[config.mk]
export PLATFORM = sky130hd
export DESIGN_NAME = id_ex_pipe_reg
export DESIGN_NICKNAME = d
export VERILOG_FILES = /design/src/rtl/id_ex_pipe_reg.sv
export SDC_FILE = /design/constraint.sdc
export NUM_CORES = 1
export LEC_CHECK = 0
export CAP_MARGIN = 40
export CORE_MARGIN = 2
export CORE_UTILIZATION = 35
export DETAILED_ROUTE_END_ITERATION = 8
export GPL_ROUTABILITY_DRIVEN = 0
export PLACE_DENSITY = 0.75
export SETUP_SLACK_MARGIN = 0.3
export SLEW_MARGIN = 20
export SYNTH_ARGS = -nofsm -noshare
export SYNTH_HDL_FRONTEND = slang
export SYNTH_SLANG_ARGS = --single-unit
export TNS_END_PERCENT = 30
[constraint.sdc]
create_clock -name clk -period 1.03 [get_ports clk]
set_input_delay 0.103 -clock clk [delete_from_list [all_inputs] [get_ports clk]]
set_output_delay 0.103 -clock clk [all_outputs]
set_load 0.03 [all_outputs]
[src/rtl/id_ex_pipe_reg.sv]
// ---------------------------------------------------------------------------
// id_ex_pipe_reg
//   ID/EX pipeline register of an in-order RISC-V style core. It stores the
//   decoded instruction's control bundles, register addresses and operand
//   data for one cycle. It also flags a load-use hazard against the
//   instruction currently in ID.
//
//   Parameters
//     N   datapath width (immediate, instruction word, register data)
//     RW  register-address width
//
//   Ports
//     clk, rst                 rising-edge clock, synchronous active-high reset
//     stall                    hold every stored field
//     flush                    write a bubble (NOP); takes priority over stall
//     valid_in                 ID instruction valid
//     EX_in/MEM_in/WB_in       control bundles {Aluop,Alusrc} {memread,memwrite,
//                              branch} {memtoreg,regwrite}
//     register1/2, loadreg     rs1, rs2, rd of the ID instruction
//     immgenout, instruction,
//     regdata1, regdata2       ID data
//     valid_out, EX_out, MEM_out, WB_out, outreg1, outreg2, Loadregout,
//     imm, instruc_out, data1, data2     stored copies of the above
//     load_use_hazard          stall request to IF/ID (combinational)
//     bubble_count             bubbles written, saturating; present only when
//                              ID_EX_BUBBLE_COUNT_EN is defined
//
//   Update priority on each rising edge: rst > flush > stall > load.
// ---------------------------------------------------------------------------
module id_ex_pipe_reg #(
  parameter int N  = 32,
  parameter int RW = 5
) (
  input  logic          clk,
  input  logic          rst,
  input  logic          stall,
  input  logic          flush,
  input  logic          valid_in,
  input  logic [2:0]    EX_in,
  input  logic [2:0]    MEM_in,
  input  logic [1:0]    WB_in,
  input  logic [RW-1:0] register1,
  input  logic [RW-1:0] register2,
  input  logic [RW-1:0] loadreg,
  input  logic [N-1:0]  immgenout,
  input  logic [N-1:0]  instruction,
  input  logic [N-1:0]  regdata1,
  input  logic [N-1:0]  regdata2,
  output logic          valid_out,
  output logic [2:0]    EX_out,
  output logic [2:0]    MEM_out,
  output logic [1:0]    WB_out,
  output logic [RW-1:0] outreg1,
  output logic [RW-1:0] outreg2,
  output logic [RW-1:0] Loadregout,
  output logic [N-1:0]  imm,
  output logic [N-1:0]  instruc_out,
  output logic [N-1:0]  data1,
  output logic [N-1:0]  data2,
  output logic          load_use_hazard
`ifdef ID_EX_BUBBLE_COUNT_EN
  ,
  output logic [15:0]   bubble_count
`endif
);

  // addi x0, x0, 0 -- canonical NOP, resized to the datapath width
  localparam logic [N-1:0] NOP_INSTR = N'(32'h0000_0013);

  logic          vld_p1;
  logic [2:0]    ex_p1;
  logic [2:0]    mem_p1;
  logic [1:0]    wb_p1;
  logic [RW-1:0] rs1_p1;
  logic [RW-1:0] rs2_p1;
  logic [RW-1:0] rd_p1;
  logic [N-1:0]  imm_p1;
  logic [N-1:0]  instr_p1;
  logic [N-1:0]  data1_p1;
  logic [N-1:0]  data2_p1;

  // ---- ID -> EX stage boundary ----
  // Reset and flush both leave a clean bubble, so they share one branch;
  // only the bubble counter tells them apart.
  always_ff @(posedge clk) begin
    if (rst || flush) begin
      vld_p1   <= 1'b0;
      ex_p1    <= '0;
      mem_p1   <= '0;
      wb_p1    <= '0;
      rs1_p1   <= '0;
      rs2_p1   <= '0;
      rd_p1    <= '0;
      imm_p1   <= '0;
      instr_p1 <= NOP_INSTR;
      data1_p1 <= '0;
      data2_p1 <= '0;
    end else if (!stall) begin
      vld_p1   <= valid_in;
      // An invalid slot must not carry side-effecting control into EX
      ex_p1    <= valid_in ? EX_in  : 3'b000;
      mem_p1   <= valid_in ? MEM_in : 3'b000;
      wb_p1    <= valid_in ? WB_in  : 2'b00;
      rs1_p1   <= register1;
      rs2_p1   <= register2;
      rd_p1    <= loadreg;
      imm_p1   <= immgenout;
      instr_p1 <= instruction;
      data1_p1 <= regdata1;
      data2_p1 <= regdata2;
    end
  end

  assign valid_out   = vld_p1;
  assign EX_out      = ex_p1;
  assign MEM_out     = mem_p1;
  assign WB_out      = wb_p1;
  assign outreg1     = rs1_p1;
  assign outreg2     = rs2_p1;
  assign Loadregout  = rd_p1;
  assign imm         = imm_p1;
  assign instruc_out = instr_p1;
  assign data1       = data1_p1;
  assign data2       = data2_p1;

  // A load in EX whose rd feeds the ID instruction; x0 is never a real
  // dependency. Gated by valid_in so an empty ID slot never stalls fetch.
  assign load_use_hazard = valid_in && vld_p1 && mem_p1[2] && (rd_p1 != '0) &&
                           ((rd_p1 == register1) || (rd_p1 == register2));

`ifdef ID_EX_BUBBLE_COUNT_EN
  logic [15:0] bub_cnt_p1;

  // A bubble is written on flush, or on a load edge with no valid instruction
  always_ff @(posedge clk) begin
    if (rst) begin
      bub_cnt_p1 <= '0;
    end else if (flush || (!stall && !valid_in)) begin
      if (bub_cnt_p1 != 16'hFFFF) begin
        bub_cnt_p1 <= bub_cnt_p1 + 16'd1;
      end
    end
  end

  assign bubble_count = bub_cnt_p1;
`endif

endmodule
## Word-level counts from Yosys, hierarchy flattened

Cells that the tools add are included.

| storage, ports and cells | value |
|---|---|
| output and inout bits | 153 |
| logic and storage cells | 23 |
| register bits | 152 |

| operators by class | value |
|---|---|
| muxes and demuxes | 3 |
| equality and inequality tests | 2 |
| reductions and logical operators | 7 |

Operator list:

| kind | count |
|---|---|
| equality test 5 bit | 2 |
| 2-to-1 mux 3 bit | 2 |
| nonzero test 5 bit | 1 |
| logical AND 1 bit | 4 |
| logical OR 1 bit | 2 |
| 2-to-1 mux 2 bit | 1 |

## Depth between registers and ports, before layout

Gate-level depths: netlist of run 1.

| depth | value |
|---|---|
| depth in word-level cells | 4 |
| gate-level depth with buffers | 5 |
| depth with buffers taken out | 4 |

## Worst setup path before layout of run 1

OpenSTA, ideal clock, no wires.

| path | value |
|---|---|
| path type | register to output |
| start point | register rd_p1[4] (netlist: Loadregout[4]) |
| end point | output load_use_hazard |
| path slack | -0.521 ns |
| arrival time | 1.448 ns |
| data required time | 0.927 ns |
| stages on the path, launching flop included | 5 |
| cells stage by stage | dfxtp_1 -> xor2_1 -> nor3_1 -> nand3_1 -> a21oi_1 |

| between the ends | value |
|---|---|
| cells in the longest elaborated chain, start to end | 3 |
| elaborated cells on any way between the ends | 6 |
| those cells by class | eq/ne (2); reduce/logical (4) |

Ends and longest elaborated chain:

| element | RTL line | source |
|---|---|---|
| from (decl) | 76 | `logic [RW-1:0] rd_p1;` |
| from (signal assigned) | 106 | `rd_p1 <= loadreg;` |
| equality test 5 bit or nonzero test 5 bit (tied branches) | 129, 128 |  |
| logical OR 1 bit or logical AND 1 bit (tied branches) | 129, 128 |  |
| logical AND 1 bit (*) | 128 | `assign load_use_hazard = valid_in && vld_p1 && mem_p1[2] && (rd_p1 != '0) &&` |
| to (decl) | 60 | `output logic load_use_hazard` |

Mark *: on every way between the ends. The rest lies on a longest branch, timed or not.

## Final worst setup path of run 1

| path | value |
|---|---|
| start point | register rd_p1[1] (netlist: Loadregout[1]) |
| end point | output load_use_hazard |

Same word-level chain as after synthesis.

==> results by group, run 1 <==
Run status
  – Outcome: finished with violations
  – Failing checks: negative setup slack

Placement
  – Dpl ws: -0.477 ns
  – Detail Placement HPWL: roughly 12 mm
  – Buffers on Ports: a little over 300

STA
  – Crit share post-route: 1.72
  – Slew HR: 0.792
  – Final Hold Vio Count: 0
  – Worst Slack Setup Final: -0.741 ns
  – Least-Margin Pin Slew: around 0.30 ns
  – RSZ-0062 raised after global routing: yes
  – FMAX: roughly 0.56 GHz
  – Final Max Tran Viols: 0
  – Final setup vio count: 5
  – Setup TNS: -1.16 ns
  – Clock Skews: 0 ns
  – Min Tclk post-route: around 1.8 ns

Floorplanning
  – Core Area: approximately 15,000 µm²
  – Top-level port count: roughly 300
  – Cell Rows: 45
  – Starting Density: 0.361
  – Die X: about 130 µm
  – Die height: 130 µm
  – Die area: 16,800 µm²

Detailed routing
  – Final WL: 17.8 mm
  – Routed via count: 4,992
  – Wirelength per Cell: 16.3 µm
  – Initial DRC Count: roughly 150
  – Pre-antenna DRT Iters: 4
  – Post-DRT Antenna Nets: 0
  – # DRC: 0
  – Via density: 4.57

GRT
  – Initial antenna violation count: 0
  – GRT overflow: 0
  – Total Routing Usage GR: 0.202
  – Largest net degree at the start of global routing: 48
  – First-pass GRT wire length: 26.5 mm
  – Number of global-route vias before repair: about 5,200

Yosys
  – Syn avg cell area: around 11 µm²
  – Yosys reg bits: around 150
  – Ys Warns: 0
  – Post-synthesis cell area: ~5500 µm²
  – Mapped Cells: 511
  – Synth unique cells: 18
  – FFs w/ async S/R, synth: 0
  – Number of flops mapped to enable cells by yosys: 0
  – Register area share after synthesis: 0.551
  – Post-synthesis net count: 667
  – Top FF cell, synth: dfxtp_1

Layout
  – Fin nets: between 1,000 and 1,500
  – Area growth from synthesis to layout: 90.0%
  – Final core occ: 0.686
  – Most frequent cells in the layout: buf_6, clkdlybuf4s50_1, dfxtp_2
  – N_diodes: 0
  – Commonest non-fill, non-tap cell in the layout: buf_6
  – # fillers: roughly 1,100
  – Share of layout cells above drive strength 1: 0.479

Clock tree
  – CTS Buffer Depth: 2
  – CTS Buf Count: 17
  – TritonCTS clock tree: done
  – Clock Latency Late Sink: about 0.4 ns
  – CTS H-tree depth: 4
  – Clock sinks: about 150
  – Clock slew at reported path FFs: 0.06 ns
  – Root buf cell: clkbuf_16

Critical path
  – WS Path Type: reg2out
  – Sequence of cells on the critical path: or4_4 -> o2111ai_4 -> a21oi_4 -> buf_6
  – Critical path endpoint category: output port
  – Critical path's slowest cell: or4_4
  – CP Launch Type: flop
  – Buf/Inv on CP: 1
  – Arrival time worst endpoint: roughly 1.7 ns
  – Max stage delay on crit path: ~0.54 ns
  – CP Data Required Time: 0.93 ns
  – Crit-path max FO: 2
  – Critical path's top delay family: simple AND/OR/NAND/NOR gates

Power
  – PwrDens: 1390 nW/µm²
  – Lkg Pwr: about 4.7 nW
  – Max VDD drop: just under 0.001 V

Flow run
  – Max_cap viols: 0

Hold path
  – Min-Delay Path Class: in2reg
[layout make-up]
type | count | area, µm² | area share
Timing Repair Buffer | 372 | 4100 | 0.390
Multi-Input combinational cell | 325 | 2330 | 0.222
Sequential cell | 152 | 3250 | 0.310
Clock inverter | 12 | 103 | 0.00977
Tap cell | 211 | 264 | 0.0251
Clock buffer | 20 | 457 | 0.0435
[through the flow]
step           hold WS [ns]  instance area, µm²  power, mW  cells
2_1_floorplan         0.219                5600       7.39    511
3_3_place_gp          0.450                8710       8.47   1028
3_5_place_dp          0.460                8710       8.51   1028
4_1_cts              0.0714               10300       14.6   1079
5_1_grt              0.0788               10500       15.1   1092
6_report             0.0586               10500       14.6   1092
[routing by layer]
layer  wire length [µm]  vias up  global-route usage  part of all wire
met4                491        0              0.0886             0.028
met3               1440       42              0.0694             0.081
met2               9150      215               0.362              0.51
li1                   -     2416                   -                 -
met5                  0        -                   0                 0
met1               6750     2319               0.214              0.38
[registers in the layout (all words and copies together) (netlist names)]
register	count
data1	32
data2	32
imm	32
instruc_out	32
Loadregout	5
outreg1	5
outreg2	5
EX_out	3
MEM_out	3
WB_out	2
valid_out	1
[worst register-to-register path, stage by stage, from the launching register on]
cell	delay (ns)
dfxtp_2	0.32
buf_6	0.11
buf_6	0.12
buf_6	0.11
mux2i_1	0.13
nor2_1	0.05
[synth_stat cells (2+ instances only)]
cell type,n,area (µm²)
mux2i_1,143,1430
xor2_1,6,52.6
buf_2,13,65.1
dfxtp_1,152,3040
buf_4,7,52.6
a21oi_1,2,10.0
xnor2_1,4,35.0
nor2_1,150,563
buf_6,13,146
nand2_1,3,11.3
clkbuf_1,2,7.51
nand3_1,2,10.0
nor3_1,2,10.0
a22oi_1,8,60.1
[where the power goes]
part / total, mW / internal [mW] / switching, mW / leakage (nW)
Sequential: 6.25 / 6.10 / 0.150 / 1.31
Combinational: 2.48 / 1.41 / 1.07 / 3.10
Clock: 5.83 / 3.43 / 2.40 / 0.268
Total: 14.6 / 10.9 / 3.63 / 4.67
[kinds of logic after synthesis]
group                     synth area share
AOI/OAI and AO/OA                   0.0143
xor gates and xnor gates            0.0158
buffers and inverters               0.0491
DFF                                  0.551
muxes                                0.259
and+or+nand+nor                      0.111
[timing repair]
action | CTS | global route
pin swaps | 20 | 24
hold buffers | 0 | 0
endpoints found under the setup margin | 300 | 205
cloned | 3 | 0
buffers inserted | 16 | 13
gates resized for setup | 330 | 25
[worst paths after layout]
path	slack, ns	cells after the start	start	end
hold reg to reg	0.47	2	instruc_out[4]	instruc_out[4]
setup reg to reg	0.08	5	Loadregout[4]	Loadregout[4]
setup / recovery	-0.74	4	Loadregout[1]	load_use_hazard
hold / removal	0.06	3	flush	instruc_out[1]
(Power assumes the default switching activity.)
==> run 2, diff against run 1 <==
--- a/config.mk
+++ b/config.mk
@@ -5,9 +5,10 @@
 export SDC_FILE = /design/constraint.sdc
 export NUM_CORES = 1
 export LEC_CHECK = 0
+export ABC_AREA = 1
 export CAP_MARGIN = 40
 export CORE_MARGIN = 2
-export CORE_UTILIZATION = 35
+export CORE_UTILIZATION = 36
 export DETAILED_ROUTE_END_ITERATION = 8
 export GPL_ROUTABILITY_DRIVEN = 0
 export PLACE_DENSITY = 0.75
==> constraint.sdc (replaced) <==
create_clock -name clk -period 1.5 [get_ports clk]
set_input_delay 0.15 -clock clk [delete_from_list [all_inputs] [get_ports clk]]
set_output_delay 0.15 -clock clk [all_outputs]
set_load 0.03 [all_outputs]
==> run 2 against run 1 <==
Effect of this change: the flow still finishes with violations (negative setup slack); non-clock buffer count down 37; critical path depth increased by 3; synthesized cell count grew 36%; routed wire length is 0.75% higher.
==> results by group, run 2 <==
Run status
  – Outcome: finished with violations
  – Failing checks: negative setup slack

Power
  – Lkg Pwr: 3.85 nW
  – Max VDD drop: between 0.0006 and 0.0007 V
  – PwrDens: between 1000 and 1500 nW/µm²
  – Clock share of power: 0.431
  – P_sw: about 2.5 mW
  – Sequential Power Share: 0.424
  – Logic pwr share: 0.145
  – Switch share: 0.252
  – Cell internal pwr: 7.46 mW

STA
  – Least-Margin Pin Slew: between 0.3 and 0.4 ns
  – RSZ-0062 raised after global routing: yes
  – Final Max Tran Viols: 0
  – Worst Slack Setup Final: -0.114 ns
  – Hold Worst Slack: around 0.028 ns
  – FMAX: between 0.6 and 0.7 GHz
  – Min Tclk post-route: approximately 1.6 ns
  – Clock Skews: 0 ns
  – Final setup vio count: 1
  – Final Hold Vio Count: 0
  – Slew HR: 0.779
  – Crit share post-route: 1.08

Critical path
  – Start of the worst register-to-register path: outreg1[3]
  – Critical path's slowest cell: dfxtp_4
  – R2R depth: 2
  – WS Path Type: reg2out
  – Critical path's top delay family: flip-flops
  – Buf/Inv on CP: 2
  – Critical path depth: 7
  – Sequence of cells on the critical path: inv_4 -> nand2_1 -> nand2_1 -> nor2_2 -> nand3_2 -> a21oi_4 -> buf_6
  – Crit. Startpoint: Loadregout[4]
  – Arrival time worst endpoint: approximately 1.5 ns
  – Max stage delay on crit path: 0.39 ns
  – R2r endpoint: outreg1[3]
  – Most frequent CP cell: nand2_1
  – CP Capture Point: load_use_hazard
  – CP Data Required Time: about 1.4 ns
  – Crit-path max FO: 5
  – Worst reg2reg setup slack: between 0.8 and 0.9 ns
  – Critical path endpoint category: output port
  – CP Launch Type: flop

Layout
  – Share of layout cells above drive strength 1: 0.324
  – # fillers: around 1,500
  – Total area of sequential cells: just over 3000 µm²
  – Fin nets: 1,157
  – N_diodes: 0
  – Most frequent cells in the layout: nand2_1, clkdlybuf4s50_1, buf_2
  – Area growth from synthesis to layout: 55.4%
  – Multi-input gate area: about 2400 µm²
  – Final core occ: 0.574
  – Commonest non-fill, non-tap cell in the layout: nand2_1

Floorplanning
  – Die area: ~17,000 µm²
  – Cell Rows: 46
  – Starting Density: 0.369
  – Top-level port count: just over 300
  – Core Area: between 15,000 and 20,000 µm²
  – Die height: ~130 µm
  – Die X: approximately 130 µm

Detailed routing
  – Initial DRC Count: 243
  – Routed via count: 5,641
  – Pre-antenna DRT Iters: 4
  – Post-DRT Antenna Nets: 0
  – Final WL: 18.0 mm
  – # DRC: 0
  – Wirelength per Cell: approximately 15 µm
  – Via density: approximately 4.6

Placement
  – Buffers on Ports: approximately 310
  – Dpl ws: -0.115 ns
  – Detail Placement HPWL: between 10 and 15 mm

GRT
  – Total Routing Usage GR: 0.204
  – Initial antenna violation count: 0
  – Number of global-route vias before repair: between 5,000 and 6,000
  – Largest net degree at the start of global routing: between 70 and 80
  – First-pass GRT wire length: around 28 mm
  – GRT overflow: 0

Clock tree
  – Clock sinks: around 150
  – Root buf cell: clkbuf_16
  – Post-CTS Hold Buffers: 0
  – Clock Latency Late Sink: about 0.4 ns
  – CTS Buffer Depth: 2
  – CTS Buf Count: 17
  – Clock slew at reported path FFs: ~0.06 ns
  – CTS H-tree depth: 4
  – TritonCTS clock tree: done

Yosys
  – Synth top cells by count: nand2_1, dfxtp_1, a21oi_2
  – Post-synthesis cell area: slightly below 6000 µm²
  – Yosys reg bits: approximately 150
  – Post-synthesis net count: 851
  – Post-synth top area cell: dfxtp_1
  – Register area share after synthesis: 0.519
  – Syn avg cell area: ~8.4 µm²
  – Number of flops mapped to enable cells by yosys: 0
  – Area contributors post-synth: dfxtp_1, nand2_1, a21oi_2
  – Synth unique cells: 18
  – Top FF cell, synth: dfxtp_1
  – Most common cell in the netlist: nand2_1
  – Mapped Cells: between 600 and 700
  – Ys Warns: 0
  – Top cell type's share of synthesized area: 0.519
  – FFs w/ async S/R, synth: 0

Hold path
  – Min-Delay Path Class: in2reg
  – Hold_sp: stall
  – Hold depth: 2

Flow run
  – Max_cap viols: 0
[run 2: cell types whose count changed after synthesis, moves of 11 or more]
cell	delta
nand2_1	+298
mux2i_1	-143
a21oi_2	+100
inv_1	+13
a21oi_1	+48
nor2_1	-143
o21ai_0	+11
[run 2: final cells by class]
| cell class | count | share of cell area |
|---|---|---|
| inverter | 15 | 0.00727 |
| clock buffer | 21 | 0.0530 |
| tap | 216 | 0.0296 |
| multi-input combinational | 480 | 0.267 |
| sequential | 152 | 0.336 |
| timing repair buffer | 335 | 0.294 |
| clock inverter | 10 | 0.0129 |
[run 2: per-stage QoR]
step	total power [mW]	instance area [µm²]	cells	setup TNS [ns]
finish	9.98	9120	1229	-0.114
global route	10.4	9120	1229	-0.198
CTS	10.1	9140	1227	-0.157
detailed placement	5.88	9220	1196	-0.115
global placement	5.86	9220	1196	-0.0947
floorplan	5.07	5900	695	0
[run 2: kinds of logic after synthesis]
| family | synth area share |
|---|---|
| xor gates and xnor gates | 0.00448 |
| DFF | 0.519 |
| buffers and inverters | 0.0712 |
| AOI/OAI and AO/OA | 0.201 |
| and+or+nand+nor | 0.204 |
[run 2: layer usage]
metal	GRT usage	vias up	part of all wire
met5	0	-	0
met4	0.0749	0	0.022
met3	0.0760	29	0.083
met2	0.343	211	0.48
met1	0.237	2571	0.42
li1	-	2830	-
[run 2: worst min-delay path by stage]
| stage | endpoint | slack, ns |
|---|---|---|
| floorplan | instruc_out[0] | 0.26 |
| detailed placement | Loadregout[4] | 0.45 |
| global route | Loadregout[4] | 0.02 |
| CTS | Loadregout[4] | 0.006 |
| finish | Loadregout[4] | 0.03 |
| global placement | data2[31] | 0.44 |
[run 2: what timing repair did]
| item | in CTS | in global routing |
|---|---|---|
| setup endpoints to repair | 153 | 12 |
| hold endpoints to repair | 0 | 0 |
| resized for setup | 750 | 22 |
| buffers inserted | 0 | 2 |
| pin swaps | 5 | 4 |
[run 2: power by group through the flow]
| stage | clock network, mW | registers [mW] | logic [mW] |
|---|---|---|---|
| floorplan | 0 | 4.57 | 0.493 |
| global placement | 0 | 4.32 | 1.55 |
| detailed placement | 0 | 4.32 | 1.56 |
| CTS | 4.41 | 4.23 | 1.46 |
| global route | 4.60 | 4.24 | 1.55 |
| finish | 4.30 | 4.23 | 1.44 |
==> run 3, diff against run 2 <==
--- a/config.mk
+++ b/config.mk
@@ -6,6 +6,7 @@
 export NUM_CORES = 1
 export LEC_CHECK = 0
 export ABC_AREA = 1
+export ABC_CLOCK_PERIOD_IN_PS = 1500
 export CAP_MARGIN = 40
 export CORE_MARGIN = 2
 export CORE_UTILIZATION = 36
==> results of run 3 <==
Same layout as run 2: the final DEF is identical, and so are final timing and power.
